`src/rtl/mdio_mgmt_arbiter.sv`:
```
// Shared Clause-22 MDIO management master: round-robin arbitration among NUM_REQ
// clients, MDC generation and full-frame serialisation with read-data capture.
module mdio_mgmt_arbiter #(
    parameter int NUM_REQ      = 2,
    parameter int CLK_DIV      = 4,
    parameter int PREAMBLE_LEN = 32
) (
    input  logic                    clk,
    input  logic                    reset,
    input  logic [NUM_REQ-1:0]      req_valid,
    input  logic [NUM_REQ-1:0]      req_write,
    input  logic [5*NUM_REQ-1:0]    req_phyad,
    input  logic [5*NUM_REQ-1:0]    req_regad,
    input  logic [16*NUM_REQ-1:0]   req_wdata,
    output logic [NUM_REQ-1:0]      req_ready,
    output logic [NUM_REQ-1:0]      rsp_valid,
    output logic [15:0]             rsp_rdata,
    output logic                    busy,
    output logic                    mdc,
    input  logic                    mdio_i,
    output logic                    mdio_o,
    output logic                    mdio_t
);

    localparam int RR_W = (NUM_REQ > 1) ? $clog2(NUM_REQ) : 1;
    localparam int PH_W = $clog2(2 * CLK_DIV);
    localparam logic [PH_W-1:0] PH_LAST = PH_W'(2 * CLK_DIV - 1);
    localparam logic [PH_W-1:0] PH_RISE = PH_W'(CLK_DIV - 1);

    typedef enum logic [1:0] {IDLE, PREAMBLE, FRAME, RESP} state_t;

    state_t          state;
    logic [RR_W-1:0] rr;
    logic [RR_W-1:0] gnt;
    logic            wr;
    logic [31:0]     tx;
    logic [14:0]     rx;
    logic [PH_W-1:0] ph;
    logic [5:0]      pre_cnt;
    logic [5:0]      bit_cnt;

    logic            any_req;
    logic            found;
    logic [RR_W-1:0] pick;
    logic [RR_W-1:0] rr_next;

    function automatic logic [31:0] build_frame(input logic w, input logic [4:0] pa,
                                                input logic [4:0] ra, input logic [15:0] d);
        build_frame = {2'b01, w ? 2'b01 : 2'b10, pa, ra, w ? 2'b10 : 2'b00, w ? d : 16'h0000};
    endfunction

    // First requester at or above the rr pointer, wrapping around.
    always_comb begin
        any_req = |req_valid;
        found   = 1'b0;
        pick    = '0;
        for (int k = 0; k < NUM_REQ; k++) begin
            if (!found && req_valid[(int'(rr) + k) % NUM_REQ]) begin
                found = 1'b1;
                pick  = RR_W'((int'(rr) + k) % NUM_REQ);
            end
        end
        rr_next = (pick == RR_W'(NUM_REQ - 1)) ? '0 : pick + 1'b1;
    end

    always_ff @(posedge clk or negedge reset) begin
        if (!reset) begin
            state     <= IDLE;
            rr        <= '0;
            gnt       <= '0;
            wr        <= 1'b0;
            tx        <= '0;
            rx        <= '0;
            ph        <= '0;
            pre_cnt   <= '0;
            bit_cnt   <= '0;
            req_ready <= '0;
            rsp_valid <= '0;
            rsp_rdata <= '0;
            busy      <= 1'b0;
            mdc       <= 1'b0;
            mdio_o    <= 1'b0;
            mdio_t    <= 1'b1;
        end else begin
            req_ready <= '0;
            rsp_valid <= '0;
            case (state)
                IDLE: begin
                    mdc    <= 1'b0;
                    mdio_o <= 1'b0;
                    mdio_t <= 1'b1;
                    if (any_req) begin
                        gnt       <= pick;
                        wr        <= req_write[pick];
                        tx        <= build_frame(req_write[pick],
                                                 req_phyad[int'(pick)*5 +: 5],
                                                 req_regad[int'(pick)*5 +: 5],
                                                 req_wdata[int'(pick)*16 +: 16]);
                        rr        <= rr_next;
                        req_ready <= NUM_REQ'(1) << pick;
                        busy      <= 1'b1;
                        // Phase parked at the end so the first bit starts on the next edge.
                        ph        <= PH_LAST;
                        pre_cnt   <= '0;
                        bit_cnt   <= '0;
                        state     <= (PREAMBLE_LEN == 0) ? FRAME : PREAMBLE;
                    end
                end

                PREAMBLE: begin
                    if (ph == PH_LAST) begin
                        ph     <= '0;
                        mdc    <= 1'b0;
                        mdio_t <= 1'b0;
                        if (pre_cnt == 6'(PREAMBLE_LEN)) begin
                            state   <= FRAME;
                            mdio_o  <= tx[31];
                            tx      <= {tx[30:0], 1'b0};
                            bit_cnt <= 6'd1;
                        end else begin
                            mdio_o  <= 1'b1;
                            pre_cnt <= pre_cnt + 6'd1;
                        end
                    end else begin
                        ph <= ph + 1'b1;
                        if (ph == PH_RISE) mdc <= 1'b1;
                    end
                end

                FRAME: begin
                    if (ph == PH_LAST) begin
                        ph  <= '0;
                        mdc <= 1'b0;
                        // The bit just ending is a read-data bit when bit_cnt-1 >= 16.
                        if (!wr && bit_cnt >= 6'd17) rx <= {rx[13:0], mdio_i};
                        if (bit_cnt == 6'd32) begin
                            state     <= RESP;
                            mdio_o    <= 1'b0;
                            mdio_t    <= 1'b1;
                            rsp_valid <= NUM_REQ'(1) << gnt;
                            rsp_rdata <= wr ? 16'h0000 : {rx, mdio_i};
                        end else begin
                            mdio_o  <= tx[31];
                            tx      <= {tx[30:0], 1'b0};
                            mdio_t  <= !wr && (bit_cnt >= 6'd14);
                            bit_cnt <= bit_cnt + 6'd1;
                        end
                    end else begin
                        ph <= ph + 1'b1;
                        if (ph == PH_RISE) mdc <= 1'b1;
                    end
                end

                RESP: begin
                    state <= IDLE;
                    busy  <= 1'b0;
                end

                default: state <= IDLE;
            endcase
        end
    end

endmodule

```
`config.mk`:
```
export PLATFORM = sky130hd
export DESIGN_NAME = mdio_mgmt_arbiter
export DESIGN_NICKNAME = d
export VERILOG_FILES = /design/src/rtl/mdio_mgmt_arbiter.sv
export SDC_FILE = /design/constraint.sdc
export NUM_CORES = 1
export LEC_CHECK = 0
export CORE_UTILIZATION = 45
export CTS_CLUSTER_DIAMETER = 200
export DETAILED_ROUTE_END_ITERATION = 8
export PLACE_DENSITY_LB_ADDON = 0.1
export REMOVE_ABC_BUFFERS = 1
export SKIP_LAST_GASP = 1
export SYNTH_ARGS = -nofsm -noshare
export SYNTH_HDL_FRONTEND = slang
export SYNTH_SLANG_ARGS = --single-unit
```
`constraint.sdc`:
```
create_clock -name clk -period 2.64 [get_ports clk]
set_clock_uncertainty 0.15 [all_clocks]
set_input_delay 0.396 -clock clk [delete_from_list [all_inputs] [get_ports clk]]
set_output_delay 0.396 -clock clk [all_outputs]
set_load 0.05 [all_outputs]
```
**Word level (Yosys, flattened, before mapping)**

Cells that the tools add are included.

- Flip-flop bits (word level): 91
- Latch bits: 0
- Memory bits (writable): 0
- ROM bits: 0
- Bits of input ports: 59
- Memories kept: 0

- Add/sub/neg operators: 5
- Multiply operators: 1
- Divide/modulo/power cells: 0
- Magnitude comparators: 5
- Equality and inequality tests: 15
- Shift operators: 5
- Multiplexer cells: 58
- Bitwise gates (word level): 1
- Reductions and logical operators: 22

Operator list:

| cell | count |
|---|---|
| $mux 32 | 5 |
| $pmux 32 s3 | 1 |
| $mux 6 | 7 |
| $mux 16 | 2 |
| $shiftx 10x32->5 | 1 |
| $shiftx 32x6->16 | 1 |
| $mux 2 | 12 |
| $mux 1 | 21 |
| $pmux 6 s3 | 1 |
| $ne 2x2->1 const B | 7 |
| $add 6x1->6 const B | 2 |
| $eq 6x6->1 const B | 2 |
| $pmux 6 s2 | 1 |
| $shiftx 10x5->5 | 1 |
| $reduce_and 3->1 | 3 |
| $pmux 2 s4 | 1 |
| $reduce_and 2->1 | 4 |
| $ge 6x4->1 const B | 1 |
| $ge 6x5->1 const B | 1 |
| $mux 3 | 2 |
| $pmux 1 s3 | 2 |
| $pmux 3 s2 | 1 |
| $reduce_and 6->1 | 1 |
| $reduce_bool 2->1 | 3 |
| other kinds (20) | 29 |

**Depth between registers and ports, before layout**

Gate-level depths: netlist (run 1).

- Depth after elaboration: 12
- Mapped depth: 8
- Mapped depth without buffers: 6

**Worst setup path before layout (run 1)**

OpenSTA, ideal clock, no wires.

- Path kind: register to register
- Start: reg bit_cnt[0]
- End: reg rsp_rdata[0]
- Library setup time: 0.125 ns
- Arrival: 2.025 ns
- Data required time: 2.365 ns
- Slack: 0.340 ns
- Stages on the path, launching flop included: 8
- Cells stage by stage: dfrtp_1 inv_1 ha_1 or3b_4 or3_4 nor2_8 buf_12 mux2_4

- Cells in the longest elaborated chain, start to end: 2

RTL lines:

| element | line | RTL |
|---|---|---|
| start, declared | 40 | `logic [5:0] bit_cnt;` |
| start signal, assigned | 146 | `bit_cnt <= bit_cnt + 6'd1;` |
| $eq 6x6->1 | 136 | `if (bit_cnt == 6'd32) begin` |
| $reduce_and 3->1 (no line) | -- |  |
| end signal, assigned | 141 | `rsp_rdata <= wr ? 16'h0000 : {rx, mdio_i};` |
| end, declared | 17 | `output logic [15:0] rsp_rdata,` |

Every way passes these cells.
A chain may end at the register's enable or synchronous reset.

**Worst setup path in the final report (run 1)**

- Start: reg bit_cnt[0]
- End: reg rsp_rdata[10]

Same word-level chain as after synthesis.

==> reports/qor.txt, run 1 <==
sum of net half-perimeters after detailed placement: 7130 um
status: completed
worst endpoint data arrival time: 2560 ps
number of buffers inserted by post-CTS setup repair: 0
distinct cell type count of the synthesized netlist: 50
DRC Markers: 0
maximum fanout encountered on the critical timing path: 17
Longest Clk Path Bufs: 2
count of buffer and inverter cells on the critical path: 1
number of flops mapped to enable cells by yosys: 0
Synth top area share: 0.461
clock insertion delay at the later pin of the skew report: 350 ps
total standard cell area after synthesis: 4890 sq um
CTS Root Buffer Type: sky130_fd_sc_hd__clkbuf_8
number of I/O port buffers: 82
DR WL/cell: 15.0 um
power density over the cells: 427 nW/um^2
net count of the finished layout: 615
antenna-violating nets left: 0
total die area: 11,300 sq um
most used flip-flop cell after synthesis: sky130_fd_sc_hd__dfrtp_1
detail-routed via count per cell: 5.51
number of levels the H-tree was split into: 3
last weighted congestion value of the routability-driven placer: 0.818
number of global-route vias before repair: 3,765
Min-Delay Path Class: reg2reg
maximum cell stage delay along the critical path: 440 ps
wirelength, routed: 10,200 um
asr flop ratio synth: 1.00
Final min period: 2480 ps
Critical Path RT: 2730 ps
flop and latch count out of synthesis: 91
clock slew seen by the registers of the worst setup and hold paths: 90 ps
cell chain of the critical path: inv_1 > ha_1 > or3b_4 > or3_4 > nor2_8 > mux2_2
pin count of the biggest net entering global routing: 54
post-synth top area cell: sky130_fd_sc_hd__dfrtp_1
number of maximum-capacitance violations: 0
VDD IR max: 0.000205 V
first-pass GRT wire length: 17,400 um
RSZ-0062 raised after global routing: no
number of hold violations in the final report: 0
Yosys warning total: 0
starting density of the core: 0.469
via count of the routed design: 3,765
Ports: 83
floorplan die height: 106 um
number of antenna violations at the first check in global routing: 0
Synth-to-Final Area Change: 25.6%
leading cell types by count after synthesis: sky130_fd_sc_hd__dfrtp_1, sky130_fd_sc_hd__mux2_2, sky130_fd_sc_hd__nor2_1
number of setup violations in the final report: 0
cell types occupying the most area after synthesis: sky130_fd_sc_hd__dfrtp_1, sky130_fd_sc_hd__mux2_2, sky130_fd_sc_hd__a31oi_1
cell leakage power: 2.66 nW
crit path capture type: register
core region area: 10,400 sq um
Mapped Avg Cell Area: 10.6 sq um
tightest slew margin relative to the limit: 0.569
hold buffers post-CTS: 1
total number of clock tree sinks: 91
standard-cell row count: 37
Worst Tran Pin Value: 647 ps
count of antenna diodes in the layout: 0
worst hold margin: 329 ps
total gr overflow: 0
Max Slew Vio Count: 0
sequential cell area fraction in the yosys report: 0.466
number of cells traversed by the worst register-to-register path: 6
most common cell in the netlist: sky130_fd_sc_hd__dfrtp_1
Cells on Worst Hold Path: 1
final critical-path share of the clock period: 0.938
First DRT Iteration DRCs: 131
critical path launch point type: register
Inserted Clock Buffers: 9
instance count on the critical path: 6
Resized cells post-CTS: 0
Global Route Usage Sum: 0.192
Mapped Cells: 460
category of the most critical setup path: reg2reg
cell with the largest stage delay on the worst path: sky130_fd_sc_hd__dfrtp_1
Setup TNS: 0 ps
CTS tree: yes
dominant delay contributor by cell family on the critical path: simple AND/OR/NAND/NOR gates
ratio of cells with drive above 1 in the final layout: 0.185
Fmax: 404 MHz
DIE WIDTH: 106 um
iteration count of the initial detailed-routing pass: 4
==> layout by cell type, fill, tap and decap left out, types with 2 or more instances in the layout <==
master and n:
sky130_fd_sc_hd__a31oi_1 33, sky130_fd_sc_hd__nor3_1 3, sky130_fd_sc_hd__and2_1 4, sky130_fd_sc_hd__bufinv_16 2, sky130_fd_sc_hd__a211oi_2 2, sky130_fd_sc_hd__nand4b_1 15
sky130_fd_sc_hd__inv_1 14, sky130_fd_sc_hd__nand3b_1 12, sky130_fd_sc_hd__mux2i_1 2, sky130_fd_sc_hd__nand3_1 10, sky130_fd_sc_hd__clkbuf_8 9, sky130_fd_sc_hd__dfrtp_1 90
sky130_fd_sc_hd__buf_12 3, sky130_fd_sc_hd__mux2_4 9, sky130_fd_sc_hd__nand2_1 17, sky130_fd_sc_hd__clkinv_4 2, sky130_fd_sc_hd__a32o_1 4, sky130_fd_sc_hd__o211ai_1 17
sky130_fd_sc_hd__o31ai_1 6, sky130_fd_sc_hd__and3_1 3, sky130_fd_sc_hd__a21oi_1 14, sky130_fd_sc_hd__nor2b_1 20, sky130_fd_sc_hd__a211oi_1 2, sky130_fd_sc_hd__buf_4 15
sky130_fd_sc_hd__a21o_1 5, sky130_fd_sc_hd__inv_6 2, sky130_fd_sc_hd__o21ai_0 27, sky130_fd_sc_hd__clkdlybuf4s50_1 81, sky130_fd_sc_hd__nand2b_1 3, sky130_fd_sc_hd__ha_1 14
sky130_fd_sc_hd__mux2_2 48, sky130_fd_sc_hd__nor2_1 36
==> path summary, 6_finish.rpt <==
kind                                 start       endpoint  slack (ps)
worst min-delay path                   gnt   rsp_valid[0]         330
max in group asynchronous            reset         tx[16]        1190
worst max-delay path            bit_cnt[0]  rsp_rdata[10]         160
worst max register to register  bit_cnt[0]  rsp_rdata[10]         160
worst min register to register         gnt   rsp_valid[0]         330
min in group asynchronous            reset     pre_cnt[1]         440
==> cell type report <==
class / instances / area, sq um
clock buffer: 10 / 128
clock inverter: 6 / 95.1
fill: 928 / 4280
inverter: 16 / 60.1
multi-input combinational: 324 / 2410
sequential: 91 / 2280
tap: 136 / 170
timing repair buffer: 100 / 993
==> power breakdown <==
group          internal (mW)  total, mW  switching [mW]
Combinational          0.104      0.188          0.0838
Clock                  0.544       1.04           0.496
Sequential              1.39       1.39               0
Total                   2.04       2.62           0.580
==> sequential cells by signal, summed over array words and instances (netlist names) <==
name and flops:
bit_cnt 6, busy 1, gnt 1, mdc 1, mdio_o 1, mdio_t 1, ph 3, pre_cnt 6
req_ready 2, rr 1, rsp_rdata 16, rsp_valid 2, rx 15, state 2, tx 32, wr 1
==> layer usage <==
layer | vias up | global-route usage | wire (um)
met3 | 10 | 0.0313 | 380
met1 | 1807 | 0.263 | 5020
met4 | 0 | 0.0575 | 104
met5 | - | 0 | 0
met2 | 104 | 0.311 | 4720
li1 | 1844 | - | -
==> per-stage QoR <==
| step | instance area [sq um] | std cells | setup WS [ps] | util | power (mW) |
|---|---|---|---|---|---|
| 2_1_floorplan | 4750 | 431 | -80.2 | - | 1.46 |
| 3_3_place_gp | 5910 | 666 | 110 | 0.567 | 1.61 |
| 3_5_place_dp | 5910 | 666 | 61.3 | 0.567 | 1.61 |
| 4_1_cts | 6140 | 683 | 160 | 0.589 | 2.65 |
| 5_1_grt | 6140 | 683 | 66.5 | 0.589 | 2.72 |
| 6_report | 6140 | 683 | 165 | 0.589 | 2.62 |
==> cell families after synthesis <==
kind of cell             after synthesis  synth area share
adder cells (fa/ha/maj)               14            0.0358
buffers and inverters                 45            0.0407
multiplexers                          59             0.142
XOR/XNOR                               1           0.00179
flip-flops                            91             0.466
AO/OA/AOI/OAI                        120             0.161
AND/OR/NAND/NOR                      130             0.153
Power figures use the tool's default switching activity.
==> inputs of run 2 (changes only) <==
Settings changed: PLACE_DENSITY set to 0.78, PLACE_DENSITY_LB_ADDON 0.1 to unset.
==> reports/qor.txt, run 2 (same netlist as run 1, synthesis figures left out) <==
Resized cells post-CTS: 0
maximum fanout encountered on the critical timing path: 17
Final min period: 2500 ps
DR WL/cell: 15.3 um
antenna-violating nets left: 0
First DRT Iteration DRCs: 155
pin count of the biggest net entering global routing: 52
DIE WIDTH: 106 um
Top Registers: tx x32, rsp_rdata x16, rx x15
switching part of the total power: 0.254
post-layout util: 0.587
Global Route Usage Sum: 0.198
detail-routed via count per cell: 5.56
Synth-to-Final Area Change: 25.1%
power density over the cells: 408 nW/um^2
standard-cell row count: 37
sum of net half-perimeters after detailed placement: 7600 um
total number of clock tree sinks: 91
floorplan die height: 106 um
number of buffers inserted by post-CTS setup repair: 0
P_int: 1.86 mW
cell with the largest stage delay on the worst path: sky130_fd_sc_hd__dfrtp_1
combinational power share: 0.076
total die area: 11,300 sq um
RSZ-0062 raised after global routing: no
cell leakage power: 2.63 nW
number of maximum-capacitance violations: 0
most used cells in the layout excluding fill and tap cells: sky130_fd_sc_hd__dfrtp_1, sky130_fd_sc_hd__clkdlybuf4s50_1, sky130_fd_sc_hd__mux2_2
clock slew seen by the registers of the worst setup and hold paths: 100 ps
number of antenna violations at the first check in global routing: 0
Ports: 83
Min-Delay Path Class: reg2reg
count of antenna diodes in the layout: 0
Max Slew Vio Count: 0
tightest slew margin relative to the limit: 0.531
status: completed
crit path capture type: register
DRC Markers: 0
last weighted congestion value of the routability-driven placer: 0.811
total gr overflow: 0
sequential share of power: 0.558
maximum cell stage delay along the critical path: 470 ps
wirelength, routed: 10,500 um
commonest non-fill, non-tap cell in the layout: sky130_fd_sc_hd__dfrtp_1
cell chain of the critical path: inv_1 > ha_1 > or3b_4 > or3_4 > nor2_8 > mux2_2
critical path launch point type: register
net count of the finished layout: 616
core region area: 10,400 sq um
category of the most critical setup path: reg2reg
Inserted Clock Buffers: 9
VDD IR max: 0.000230 V
ratio of cells with drive above 1 in the final layout: 0.188
iteration count of the initial detailed-routing pass: 4
number of setup violations in the final report: 0
first-pass GRT wire length: 17,800 um
number of I/O port buffers: 82
portion of total power attributed to the clock network: 0.366
number of flip-flops in the largest register: 32
total power after layout: 2.50 mW
CTS Root Buffer Type: sky130_fd_sc_hd__clkbuf_8
CTS tree: yes
Largest Register: tx
number of global-route vias before repair: 3,888
number of levels the H-tree was split into: 3
number of hold violations in the final report: 0
clock insertion delay at the later pin of the skew report: 370 ps
via count of the routed design: 3,804
Worst Tran Pin Value: 703 ps
Fmax: 400 MHz
Longest Clk Path Bufs: 2
Critical Path RT: 2750 ps
Switching Power: 0.634 mW
final critical-path share of the clock period: 0.947
worst endpoint data arrival time: 2620 ps
slack of the worst reg-to-reg path: 140 ps
starting density of the core: 0.469
==> run 2: changes by cell type in the layout (fill, tap and decap cells not counted), sizes merged <==
cell      change
buf           +1
bufinv        -2
clkbuf        -1
clkinv        -1
clkinvlp      +3
inv           +1
==> run 2: cell type report <==
type	instances	area, sq um
Fill cell	864	4300
Multi-Input combinational cell	324	2410
Sequential cell	91	2280
Timing Repair Buffer	101	1000
Tap cell	136	170
Clock buffer	9	124
Clock inverter	7	67.6
Inverter	16	60.1
==> run 2: through the flow <==
stage	instance area, sq um	hold slack [ps]	cells	setup slack (ps)	TNS (ps)
2_1_floorplan	4750	-49.6	431	-80.2	-2090
3_3_place_gp	5910	263	667	188	0
3_5_place_dp	5910	273	667	150	0
4_1_cts	6120	344	684	135	0
5_1_grt	6120	362	684	51.2	0
6_report	6120	336	684	139	0
==> run 2: layer usage <==
layer,track usage,share of wire
met5,0,0
met4,0.0744,0.015
met3,0.0399,0.049
met2,0.345,0.49
met1,0.240,0.45
==> run 2: worst paths after layout <==
kind | end | depth (start not counted) | from
worst max-delay path | rsp_rdata[13] | 6 | bit_cnt[1]
worst min register to register | mdio_t | 2 | mdio_t
max in group asynchronous | mdio_t | 3 | reset
worst max register to register | rsp_rdata[13] | 6 | bit_cnt[1]
worst min-delay path | mdio_t | 2 | mdio_t
min in group asynchronous | tx[24] | 2 | reset
==> run 2: what timing repair did <==
action | in CTS | in global routing
hold buffers | 1 | 0
setup endpoints to repair | 0 | 0
endpoints found under the hold margin | 40 | 0
==> run 2: power groups by stage <==
| stage | logic (mW) | clock network (mW) | registers (mW) |
|---|---|---|---|
| after floorplan | 0.0384 | 0 | 1.42 |
| after global placement | 0.189 | 0 | 1.42 |
| after detailed placement | 0.192 | 0 | 1.42 |
| after CTS | 0.194 | 0.931 | 1.39 |
| after global routing | 0.208 | 0.980 | 1.39 |
| final | 0.190 | 0.912 | 1.39 |
==> run 2: critical path, delay by kind of cell, from the launching register on <==
family	cells	cell delay, ps
mux	1	390
flops	1	470
simple gates	3	1130
fa+ha+maj	1	140
buf+inv	1	120
